$ cat config.mk
export PLATFORM = sky130hd
export DESIGN_NAME = fetch_unit_flat
export DESIGN_NICKNAME = d
export VERILOG_FILES = /design/src/rtl/fetch_unit_if.sv /design/src/rtl/fetch_unit.sv /design/src/flat_wrapper.sv
export SDC_FILE = /design/constraint.sdc
export NUM_CORES = 1
export LEC_CHECK = 0
export CORE_ASPECT_RATIO = 1.25
export CORE_MARGIN = 2
export CORE_UTILIZATION = 39
export CTS_CLUSTER_SIZE = 25
export DETAILED_ROUTE_END_ITERATION = 7
export PLACE_DENSITY = 0.87
export SLEW_MARGIN = 20
export SYNTH_ARGS = -nofsm -noshare
export SYNTH_HDL_FRONTEND = slang
export SYNTH_SLANG_ARGS = --single-unit
$ cat constraint.sdc
create_clock -name Clk -period 2.1 [get_ports Clk]
set_clock_uncertainty 0.1 [all_clocks]
set_input_delay 0.42 -clock Clk [delete_from_list [all_inputs] [get_ports Clk]]
set_output_delay 0.42 -clock Clk [all_outputs]
set_load 0.02 [all_outputs]
$ cat src/rtl/fetch_unit_if.sv
// Bundle of the fetch-stage signals shared between the fetch unit and its
// surroundings (decoder, ALU flags, instruction ROM, program sequencer).
//
// Handshake semantics: Start is a single-cycle request accepted only in
// IDLE or DONE; Done stays high until the next accepted Start.
// InstrValid qualifies Instr/LinkAddr every cycle, and Branch/Zero/Jump
// are only honoured while InstrValid is high. Stall freezes the stage,
// and the control inputs must stay stable until it drops.
interface fetch_unit_if #(
  parameter int PC_W    = 10,
  parameter int INSTR_W = 9
);
  logic               Start;
  logic [PC_W-1:0]    StartAddr;
  logic [PC_W-1:0]    EndAddr;
  logic               Stall;
  logic [INSTR_W-1:0] ProgCode;
  logic               Branch;
  logic               Zero;
  logic               Jump;
  logic [PC_W-1:0]    BranchTarget;
  logic [PC_W-1:0]    JumpTarget;
  logic [PC_W-1:0]    PC;
  logic [INSTR_W-1:0] Instr;
  logic               InstrValid;
  logic [PC_W-1:0]    LinkAddr;
  logic               Done;
  logic [1:0]         DbgState;   // 0=IDLE, 1=RUN, 2=DONE

  // Fetch unit side
  modport slave (
    input  Start, StartAddr, EndAddr, Stall, ProgCode,
           Branch, Zero, Jump, BranchTarget, JumpTarget,
    output PC, Instr, InstrValid, LinkAddr, Done, DbgState
  );

  // Environment side (sequencer, decoder, ROM)
  modport master (
    output Start, StartAddr, EndAddr, Stall, ProgCode,
           Branch, Zero, Jump, BranchTarget, JumpTarget,
    input  PC, Instr, InstrValid, LinkAddr, Done, DbgState
  );
endinterface

$ cat src/rtl/fetch_unit.sv
// Instruction-fetch stage: owns the PC, registers ROM data into the IR,
// resolves taken branches / jumps with a single bubble and sequences
// program Start/Done.
module fetch_unit #(
  parameter int PC_W    = 10,
  parameter int INSTR_W = 9
) (
  input  logic         Clk,
  input  logic         Reset,
  fetch_unit_if.slave  bus
);

  typedef enum logic [1:0] {
    IDLE = 2'd0,
    RUN  = 2'd1,
    DONE = 2'd2
  } state_t;

  state_t             r_state, w_state_nxt;
  logic [PC_W-1:0]    r_pc, w_pc_nxt;
  logic [INSTR_W-1:0] r_ir, w_ir_nxt;
  logic [PC_W-1:0]    r_ir_pc, w_ir_pc_nxt;
  logic               r_valid, w_valid_nxt;
  logic               r_done, w_done_nxt;
  logic               w_redirect;

  // A redirect only counts when the IR holds a live instruction.
  assign w_redirect = r_valid & (bus.Jump | (bus.Branch & bus.Zero));

  // State and datapath registers.
  always_ff @(posedge Clk or posedge Reset) begin
    if (Reset) begin
      r_state <= IDLE;
      r_pc    <= '0;
      r_ir    <= '0;
      r_ir_pc <= '0;
      r_valid <= 1'b0;
      r_done  <= 1'b0;
    end else begin
      r_state <= w_state_nxt;
      r_pc    <= w_pc_nxt;
      r_ir    <= w_ir_nxt;
      r_ir_pc <= w_ir_pc_nxt;
      r_valid <= w_valid_nxt;
      r_done  <= w_done_nxt;
    end
  end

  // Next-state and next-datapath decision; everything holds by default.
  always_comb begin
    w_state_nxt = r_state;
    w_pc_nxt    = r_pc;
    w_ir_nxt    = r_ir;
    w_ir_pc_nxt = r_ir_pc;
    w_valid_nxt = r_valid;
    w_done_nxt  = r_done;
    case (r_state)
      IDLE: begin
        if (bus.Start) begin
          w_pc_nxt    = bus.StartAddr;
          w_valid_nxt = 1'b0;
          w_done_nxt  = 1'b0;
          w_state_nxt = RUN;
        end
      end
      RUN: begin
        if (!bus.Stall) begin
          if (w_redirect) begin
            // Word fetched this cycle is dropped: that is the bubble.
            w_pc_nxt    = bus.Jump ? bus.JumpTarget : bus.BranchTarget;
            w_valid_nxt = 1'b0;
          end else if (r_pc == bus.EndAddr) begin
            w_valid_nxt = 1'b0;
            w_done_nxt  = 1'b1;
            w_state_nxt = DONE;
          end else begin
            w_ir_nxt    = bus.ProgCode;
            w_ir_pc_nxt = r_pc;
            w_valid_nxt = 1'b1;
            w_pc_nxt    = r_pc + PC_W'(1);
          end
        end
      end
      DONE: begin
        w_valid_nxt = 1'b0;
        w_done_nxt  = 1'b1;
        if (bus.Start) begin
          w_done_nxt  = 1'b0;
          w_pc_nxt    = bus.StartAddr;
          w_state_nxt = RUN;
        end
      end
      default: begin
        w_state_nxt = IDLE;
        w_valid_nxt = 1'b0;
        w_done_nxt  = 1'b0;
      end
    endcase
  end

  // Output drive; LinkAddr wraps with the PC width.
  assign bus.PC         = r_pc;
  assign bus.Instr      = r_ir;
  assign bus.InstrValid = r_valid;
  assign bus.LinkAddr   = r_ir_pc + PC_W'(1);
  assign bus.Done       = r_done;
  assign bus.DbgState   = r_state;

endmodule

$ cat src/flat_wrapper.sv
// flat-port wrapper written by rule: the top's interface ports become plain ports
module fetch_unit_flat 
#(
  parameter int PC_W    = 10,
  parameter int INSTR_W = 9
)
  (Clk, Reset, bus_Start, bus_StartAddr, bus_EndAddr, bus_Stall, bus_ProgCode, bus_Branch, bus_Zero, bus_Jump, bus_BranchTarget, bus_JumpTarget, bus_PC, bus_Instr, bus_InstrValid, bus_LinkAddr, bus_Done, bus_DbgState);
  fetch_unit_if #(.PC_W(PC_W), .INSTR_W(INSTR_W)) bus_i ();
  input  logic Clk;
  input  logic Reset;
  input wire logic [$bits(bus_i.Start)-1:0] bus_Start;
  input wire logic [$bits(bus_i.StartAddr)-1:0] bus_StartAddr;
  input wire logic [$bits(bus_i.EndAddr)-1:0] bus_EndAddr;
  input wire logic [$bits(bus_i.Stall)-1:0] bus_Stall;
  input wire logic [$bits(bus_i.ProgCode)-1:0] bus_ProgCode;
  input wire logic [$bits(bus_i.Branch)-1:0] bus_Branch;
  input wire logic [$bits(bus_i.Zero)-1:0] bus_Zero;
  input wire logic [$bits(bus_i.Jump)-1:0] bus_Jump;
  input wire logic [$bits(bus_i.BranchTarget)-1:0] bus_BranchTarget;
  input wire logic [$bits(bus_i.JumpTarget)-1:0] bus_JumpTarget;
  output wire logic [$bits(bus_i.PC)-1:0] bus_PC;
  output wire logic [$bits(bus_i.Instr)-1:0] bus_Instr;
  output wire logic [$bits(bus_i.InstrValid)-1:0] bus_InstrValid;
  output wire logic [$bits(bus_i.LinkAddr)-1:0] bus_LinkAddr;
  output wire logic [$bits(bus_i.Done)-1:0] bus_Done;
  output wire logic [$bits(bus_i.DbgState)-1:0] bus_DbgState;
  assign bus_i.Start = bus_Start;
  assign bus_i.StartAddr = bus_StartAddr;
  assign bus_i.EndAddr = bus_EndAddr;
  assign bus_i.Stall = bus_Stall;
  assign bus_i.ProgCode = bus_ProgCode;
  assign bus_i.Branch = bus_Branch;
  assign bus_i.Zero = bus_Zero;
  assign bus_i.Jump = bus_Jump;
  assign bus_i.BranchTarget = bus_BranchTarget;
  assign bus_i.JumpTarget = bus_JumpTarget;
  assign bus_PC = bus_i.PC;
  assign bus_Instr = bus_i.Instr;
  assign bus_InstrValid = bus_i.InstrValid;
  assign bus_LinkAddr = bus_i.LinkAddr;
  assign bus_Done = bus_i.Done;
  assign bus_DbgState = bus_i.DbgState;
  fetch_unit #(.PC_W(PC_W), .INSTR_W(INSTR_W)) u_core (.Clk(Clk), .Reset(Reset), .bus(bus_i));
endmodule
Yosys cells after proc, flatten, opt, wreduce, memory -nomap -nowiden
Cells that the tools add are included.
{ "op_classes": {"n_addsub": 2, "n_eq_ne": 9, "muxes": 21, "bitwise": 6, "reduce_logical": 8} }
{ "op_table": {"columns": ["cell", "count"], "rows": [
  ["$mux 10", 5],
  ["$add 10x1->10 const B", 2],
  ["$pmux 10 s2", 1],
  ["$reduce_and 4->1", 4],
  ["$eq 10x10->1", 1],
  ["$mux 1", 8],
  ["$mux 2", 4],
  ["$ne 2x2->1 const B", 3],
  ["$ne 2x1->1 const B", 2],
  ["$pmux 2 s2", 1],
  ["$ne 3x2->1 const B", 1],
  ["$not 1->1", 3],
  ["$pmux 1 s3", 1],
  ["$and 1x1->1", 2],
  ["$eq 2x1->1 const B", 1],
  ["$eq 2x2->1 const B", 1],
  ["$logic_not 2->1", 1],
  ["$pmux 1 s2", 1],
  ["$reduce_and 2->1", 1],
  ["$reduce_bool 2->1", 1],
  ["$reduce_or 2->1", 1],
  ["$or 1x1->1", 1]
]} }
{ "totals": {"register_bits": 33, "inputBits": 56, "out_inout_bits": 33, "elab_cells": 52} }

Longest topological paths before layout
Gate-level depths: netlist of the first run.
{ "depth": {"ltp_word": 6, "mapped_depth": 8, "depth_no_buf": 7} }

Worst setup path before layout of the first run
Ideal clock, no wire load.
{ "synth_timing": {"kind": "flip-flop to flip-flop", "start": "register u_core.r_pc[2] (netlist: u_core.bus.PC[2])", "end": "register u_core.r_pc[0] (netlist: u_core.bus.PC[0])", "setup_ps": 125, "arrival_ps": 2017, "required_time_ps": 1875, "path_slack_ps": -142, "stages_incl_launch_ff": 8, "path_buffers": 2, "synth_period_minus_slack_ps": 2242, "path_cell_list": "dfrtp_1 -> buf_6 -> xnor2_1 -> nand4_1 -> or4_4 -> o21a_1 -> buf_6 -> mux2_4"} }
{ "synth_via": {"elab_chain_len": 3} }
{ "synth_rtl": {"columns": ["element", "line_no", "rtl"], "rows": [
  ["start, declared", "fetch_unit.sv:20", "logic [PC_W-1:0] r_pc, w_pc_nxt;"],
  ["start signal, assigned", "fetch_unit.sv:41", "r_pc <= w_pc_nxt;"],
  ["$eq 10x10->1", "fetch_unit.sv:72", "end else if (r_pc == bus.EndAddr) begin"],
  ["$ne 3x2->1 (no source line)", null, null],
  ["$reduce_and 4->1 (no source line)", null, null]
]} }
Every way passes these cells.
A chain may end at the register's enable or synchronous reset.

Worst setup path after layout of the first run
{ "layout_timing": {"start": "register u_core.r_pc[3] (netlist: u_core.bus.PC[3])", "end": "register u_core.r_pc[8] (netlist: u_core.bus.PC[8])"} }
{ "layout_via": {"elab_chain_len": 5, "elab_cells_between_ends": 8, "classes_between": "1 x add/sub; 2 x eq/ne; 4 x mux; 1 x reduce/logical"} }
{ "layout_rtl": {"columns": ["element", "line_no", "rtl"], "rows": [
  ["$add 10x1->10", "fetch_unit.sv:80", "w_pc_nxt = r_pc + PC_W'(1);"],
  ["$mux 10", "fetch_unit.sv:72", null],
  ["$mux 10", "fetch_unit.sv:68", "if (w_redirect) begin"],
  ["$mux 10", "fetch_unit.sv:67", "if (!bus.Stall) begin"],
  ["$pmux 10 s2", "fetch_unit.sv:57", "case (r_state)"]
]} }
Several ways; a longest one is shown, not always the timed one. The select of a mux whose other input is x is not followed.

==> results of run 1 <==
cells by family after synthesis:
kind of cell | synth area share
xor+xnor | 0.0843
simple gates | 0.112
buf+inv | 0.0476
fa+ha+maj | 0.0401
flops | 0.378
mux | 0.222
compound gates | 0.116
metal layers:
| layer | up-vias | GRT usage | part of all wire | wire length, µm |
|---|---|---|---|---|
| li1 | 1003 | - | - | - |
| met1 | 1025 | 0.244 | 0.39 | 2510 |
| met2 | 83 | 0.376 | 0.53 | 3480 |
| met3 | 14 | 0.0380 | 0.051 | 332 |
| met4 | 0 | 0.122 | 0.028 | 184 |
| met5 | - | 0 | 0 | 0 |
critical path, stage by stage, from the launching register on:
cell and delay (ns):
dfrtp_2 0.42, xnor2_2 0.17, nand2_1 0.10, buf_4 0.14
or4_4 0.49, o21a_4 0.26, buf_16 0.14, mux2_4 0.29
layout make-up:
cell class	instances	share of cell area
Clock buffer	8	0.0246
Inverter	9	0.00924
Multi-Input combinational cell	156	0.376
Sequential cell	33	0.228
Tap cell	64	0.0219
Timing Repair Buffer	132	0.340
stage by stage:
step | worst slack, ns | power [mW] | instances
2_1_floorplan | -0.0992 | 3.47 | 208
3_3_place_gp | -0.537 | 4.83 | 383
3_5_place_dp | -0.581 | 4.96 | 383
4_1_cts | -0.111 | 5.73 | 401
5_1_grt | -0.171 | 6.19 | 402
6_report | -0.134 | 5.84 | 402
what timing repair did:
item                                    CTS  global route
endpoints found under the setup margin   41            38
buffers inserted                         11             3
gates resized for setup                  42            25
cloned                                    3             0
pin swaps                                13             9
final timing paths:
path / end / slack [ns] / cells after the start
min in group Clk: u_core.bus.Instr[7] / 0.41 / 1
setup / recovery: u_core.bus.PC[8] / -0.13 / 7
setup reg to reg: u_core.bus.PC[8] / -0.13 / 7
max in group asynchronous: u_core.bus.PC[3] / 1.17 / 3
hold reg to reg: u_core.bus.Instr[7] / 0.41 / 1
hold / removal: u_core.bus.Done / 0.41 / 3
cell usage after synthesis, drive strengths merged (2+ instances only):
library cell,count
buf,7
xnor2,15
and4,2
nor3,3
nor2,7
clkbuf,3
mux2,32
inv,9
mux2i,9
o21a,2
dfrtp,33
a21o,2
a21oi,9
nand4,5
xor2,6
nand2,15
ha,7
o21ai,15
nand3,10
a22o,4
power groups by stage:
| stage | registers (mW) | clock network [mW] | logic, mW |
|---|---|---|---|
| after floorplan | 1.54 | 0 | 1.93 |
| after detailed placement | 1.23 | 0 | 3.73 |
| final | 1.25 | 0.493 | 4.10 |
| after global placement | 1.20 | 0 | 3.63 |
| after CTS | 1.22 | 0.497 | 4.01 |
| after global routing | 1.29 | 0.534 | 4.36 |
sequential cells by signal (all words and copies together) (netlist names):
register,flops
u_core.bus.PC,10
u_core.bus.Done,1
u_core.bus.Instr,9
u_core.r_ir_pc,10
u_core.bus.InstrValid,1
u_core.bus.DbgState,2
==> run metrics, run 1 <==
status complete, but fails checks; failing checks setup timing; CTS tree yes; crit path DAT 2.31 ns; Setup crit start u_core.bus.PC[3]; cell internal pwr 3.46 mW; # IOs 89; CTS Root Cell clkbuf_8; leakage 1.63 nW; worst slew pin tran 0.410 ns; largest net degree at the start of global routing 34; post-route cell area 3650 µm²; routed vias/inst 5.29; worst hold slack 0.405 ns; Avg WL per Cell 16.2 µm; post-synthesis sequential area ratio 0.378; Post-Syn Nets 271; placed inst area 3360 µm²; Initial Util 0.404; routability cong. 0.806; TritonCTS Buffers 5; core area 5410 µm²; Synth top area share 0.378; Synth area leader dfrtp_1; Worst Path Required 2.18 ns; total global routing overflow 0; Port-buffer cells 88; Reg clk slew, reported paths 0.07 ns; die area 6210 µm²; Hold-fix buffers, CTS 0; HP Class primary input to async pin; ant diodes 0; Gate Count Post-Synth 208; Site Rows 30; worst setup path class flip-flop to flip-flop; 1st-pass router iterations 4; R2R Path Start u_core.bus.PC[3]; drt drc 0; Final HPWL DP 4620 µm; pwr dens 1600 nW/µm²; yosys synthesis warning count 0; Sw Ratio 0.409; mapped cell area 2180 µm²; Synth area leaders dfrtp_1, mux2_2, mux2_4; Die H 87.6 µm; critical path peak fanout 5; maximum VDD drop 0.613 mV; Slew headroom 0.724; Combinational Power Share 0.701; Final WS setup -0.134 ns; Fill cells 393; fin crit share 1.06; syn avg cell area 10.5 µm²; Critical Path End Type flip-flop; maxcap violations 0; Max Slew Vio Count 0; routed wire length 6510 µm; initial antenna violation count 0; share of flip-flops with an asynchronous set or reset 1.00; Post-synth EDFFs 0; Clk pwr share 0.084; post-route ant nets 0; Psw 2.39 mW; Seq cells post-synth 33; Die W 70.9 µm; unique cell type count in the Yosys netlist 41; synthesis-to-layout area growth 67.5%; highest clock rate 448 MHz; startpoint types flip-flop; # clock sinks 33; htree depth 2; final period demand of the worst path 2.23 ns; vias in the first global route 2,105; commonest non-fill, non-tap cell in the layout clkdlybuf4s50_1; Worst-Skew Late Latency 0.30 ns; Clock Path Buffers 2; final setup violation count 11; RSZ-0062 raised after global routing yes; Seq pwr share 0.214; most frequent cells in the layout clkdlybuf4s50_1, buf_4, dfrtp_1; Setup TNS Final -1.24 ns; endpoints failing hold 0; Nets 400; Top FF cell, synth dfrtp_1; FF+latch area 835 µm²; initial drt markers 107; Util after Layout 0.676; Overall Global Routing Usage 0.213; Multi-input gate area 1370 µm²; Via Count 2,125; layout cell share with drive strength beyond 1 0.343; first-pass GRT wire length 10,200 µm
No activity file was read; power rests on OpenSTA's default activity.
==> inputs of run 2 (changes only) <==
Settings changed: CORE_MARGIN 2 to not set, CORE_UTILIZATION 39 to 43, HOLD_SLACK_MARGIN set to 0.1, PLACE_DENSITY 0.87 to 0.9.
Clock period 2.1 ns to 2.23 ns, I/O delays scaled along.
==> run metrics, run 2 (synthesis results as in run 1) <==
CTS tree yes; Util after Layout 0.734 (+0.0582); Worst path depth 6 (-1); endpoints failing hold 0 (unchanged); Overall Global Routing Usage 0.246 (+0.0328); core area 4800 µm² (-11%); filler-free cell count of the finished design 389 (-3.2%); Die W 65.7 µm (-7.3%); # clock sinks 33 (unchanged); Final WS setup 0.00158 ns (+0.135 ns); Slew headroom 0.716 (-0.00808); path depth of the worst reg2reg path 6 (-1); Clock Path Buffers 2 (unchanged); layout cell share with drive strength beyond 1 0.286 (-0.0575); CP delay by family, top simple AND/OR/NAND/NOR gates; routed vias/inst 5.31 (+0.42%); vias in the first global route 2,093 (-0.57%); post-route ant nets 0 (unchanged); placed inst area 3310 µm² (-1.4%); R2R Path Start u_core.bus.PC[5]; routed wire length 6470 µm (-0.54%); Critical Path, Cell by Cell xnor2_1 -> nand4_1 -> or4_4 -> o21a_4 -> buf_16 -> mux2_4; Worst path slowest cell or4_4; Hold-fix buffers, CTS 0 (unchanged); status finished clean; ant diodes 0 (unchanged); startpoint types flip-flop; Final Power 5.45 mW (-6.7%); Worst Path Required 2.31 ns (+0.13 ns); Worst-Skew Late Latency 0.29 ns (about the same); worst setup path class flip-flop to flip-flop; die area 5370 µm² (-14%); worst slew pin tran 0.426 ns (+0.0164 ns); Die H 81.6 µm (-6.8%); fin crit share 0.999 (-0.0645); crit path buf inv count 1 (-1); routability cong. 0.796 (-1.3%); Max Slew Vio Count 0 (unchanged); TritonCTS Buffers 5 (unchanged); crit path DAT 2.31 ns (about the same); Port-buffer cells 88 (unchanged); Initial Util 0.455 (+0.0509); total global routing overflow 0 (unchanged); dpl ws -0.420 ns (+0.160 ns); largest net degree at the start of global routing 34 (unchanged); Nets 391 (-2.3%); Critical Path End Type flip-flop; Final HPWL DP 4590 µm (-0.63%); Reg2Reg Setup Slack 0.002 ns (+0.14 ns); highest clock rate 449 MHz (+0.24%); critical path peak fanout 5 (unchanged); Via Count 2,065 (-2.8%); htree depth 2 (unchanged); final period demand of the worst path 2.23 ns (-0.00545 ns); pwr dens 1550 nW/µm² (-3.2%); first-pass GRT wire length 9810 µm (-4.0%); FF-to-FF End u_core.bus.PC[7]; Site Rows 28 (-6.7%); # IOs 89 (unchanged); most frequent cells in the layout clkdlybuf4s50_1, buf_4, dfrtp_1; HP Class flip-flop to flip-flop; maximum VDD drop 0.656 mV (+6.9%); Reg clk slew, reported paths 0.07 ns (about the same); 1st-pass router iterations 4 (unchanged); initial antenna violation count 0 (unchanged); post-route cell area 3520 µm² (-3.6%); Setup crit start u_core.bus.PC[5]; commonest non-fill, non-tap cell in the layout clkdlybuf4s50_1; Setup crit end u_core.bus.PC[7]; synthesis-to-layout area growth 61.5%; drt drc 0 (unchanged); leakage 1.56 nW (-4.5%); final setup violation count 0 (-11); CTS Root Cell clkbuf_8; initial drt markers 119 (+11%); critical path's largest stage delay 0.53 ns (+0.04 ns); maxcap violations 0 (unchanged); Avg WL per Cell 16.6 µm (+2.8%); placed cells 375 (-2.1%)
-- run 2: cell count changes in the layout (fill, tap and decap cells not counted), moves of 2 or more --
| cell | before | now |
|---|---|---|
| buf_4 | 39 | 31 |
| clkbuf_2 | 4 | 0 |
| dfrtp_1 | 26 | 30 |
| dfrtp_2 | 7 | 3 |
| dlygate4sd2_1 | 14 | 17 |
| mux2_2 | 20 | 23 |
| mux2_4 | 12 | 9 |
| clkdlybuf4s50_1 | 64 | 66 |
| xnor2_1 | 9 | 11 |
| xnor2_2 | 6 | 4 |
-- run 2: worst min-delay path by stage --
stage                             start             endpoint  cells past startpoint
detailed placement  u_core.bus.Instr[1]  u_core.bus.Instr[1]                      1
finish              u_core.bus.Instr[1]  u_core.bus.Instr[1]                      1
global route        u_core.bus.Instr[3]  u_core.bus.Instr[3]                      1
CTS                 u_core.bus.Instr[4]  u_core.bus.Instr[4]                      1
global placement    u_core.bus.Instr[7]  u_core.bus.Instr[7]                      1
floorplan             u_core.r_ir_pc[9]    u_core.r_ir_pc[9]                      1
-- run 2: area by class of cell --
class	instances	area, µm²
Fill cell	345	1270
Sequential cell	33	830
Tap cell	60	75.1
Multi-Input combinational cell	156	1300
Clock inverter	1	30.0
Timing Repair Buffer	123	1170
Inverter	9	33.8
Clock buffer	7	86.3
-- run 2: metrics by stage --
stage | TNS (ns) | hold WS, ns
6_report | 0 | 0.411
5_1_grt | -0.504 | 0.426
4_1_cts | 0 | 0.415
3_5_place_dp | -11.22 | 0.401
3_3_place_gp | -10.41 | 0.387
2_1_floorplan | 0 | 0.402
-- run 2: layer usage --
metal | share of wire | global-route usage | up-vias
met5 | 0 | 0 | -
met4 | 0.017 | 0.0978 | 0
met3 | 0.060 | 0.0361 | 7
met2 | 0.54 | 0.449 | 102
met1 | 0.39 | 0.285 | 975
li1 | - | - | 981
-- run 2: power breakdown --
part	switching, mW	internal, mW	total (mW)
combinational	1.71	1.96	3.67
clock	0.229	0.364	0.593
sequential	0.266	0.919	1.19
-- run 2: worst register-to-register path: cells and delay by family, from the launching register on --
family,cells,cell delay [ns]
simple gates,2,0.68
buf+inv,1,0.14
flops,1,0.42
mux,1,0.31
compound gates,1,0.25
xor+xnor,1,0.21
-- run 2: timing repair --
action / in CTS / in global routing
pin swaps: 11 / 10
buffers inserted: 2 / 4
cloned: 1 / 0
gates resized for setup: 31 / 11
setup endpoints to repair: 37 / 18
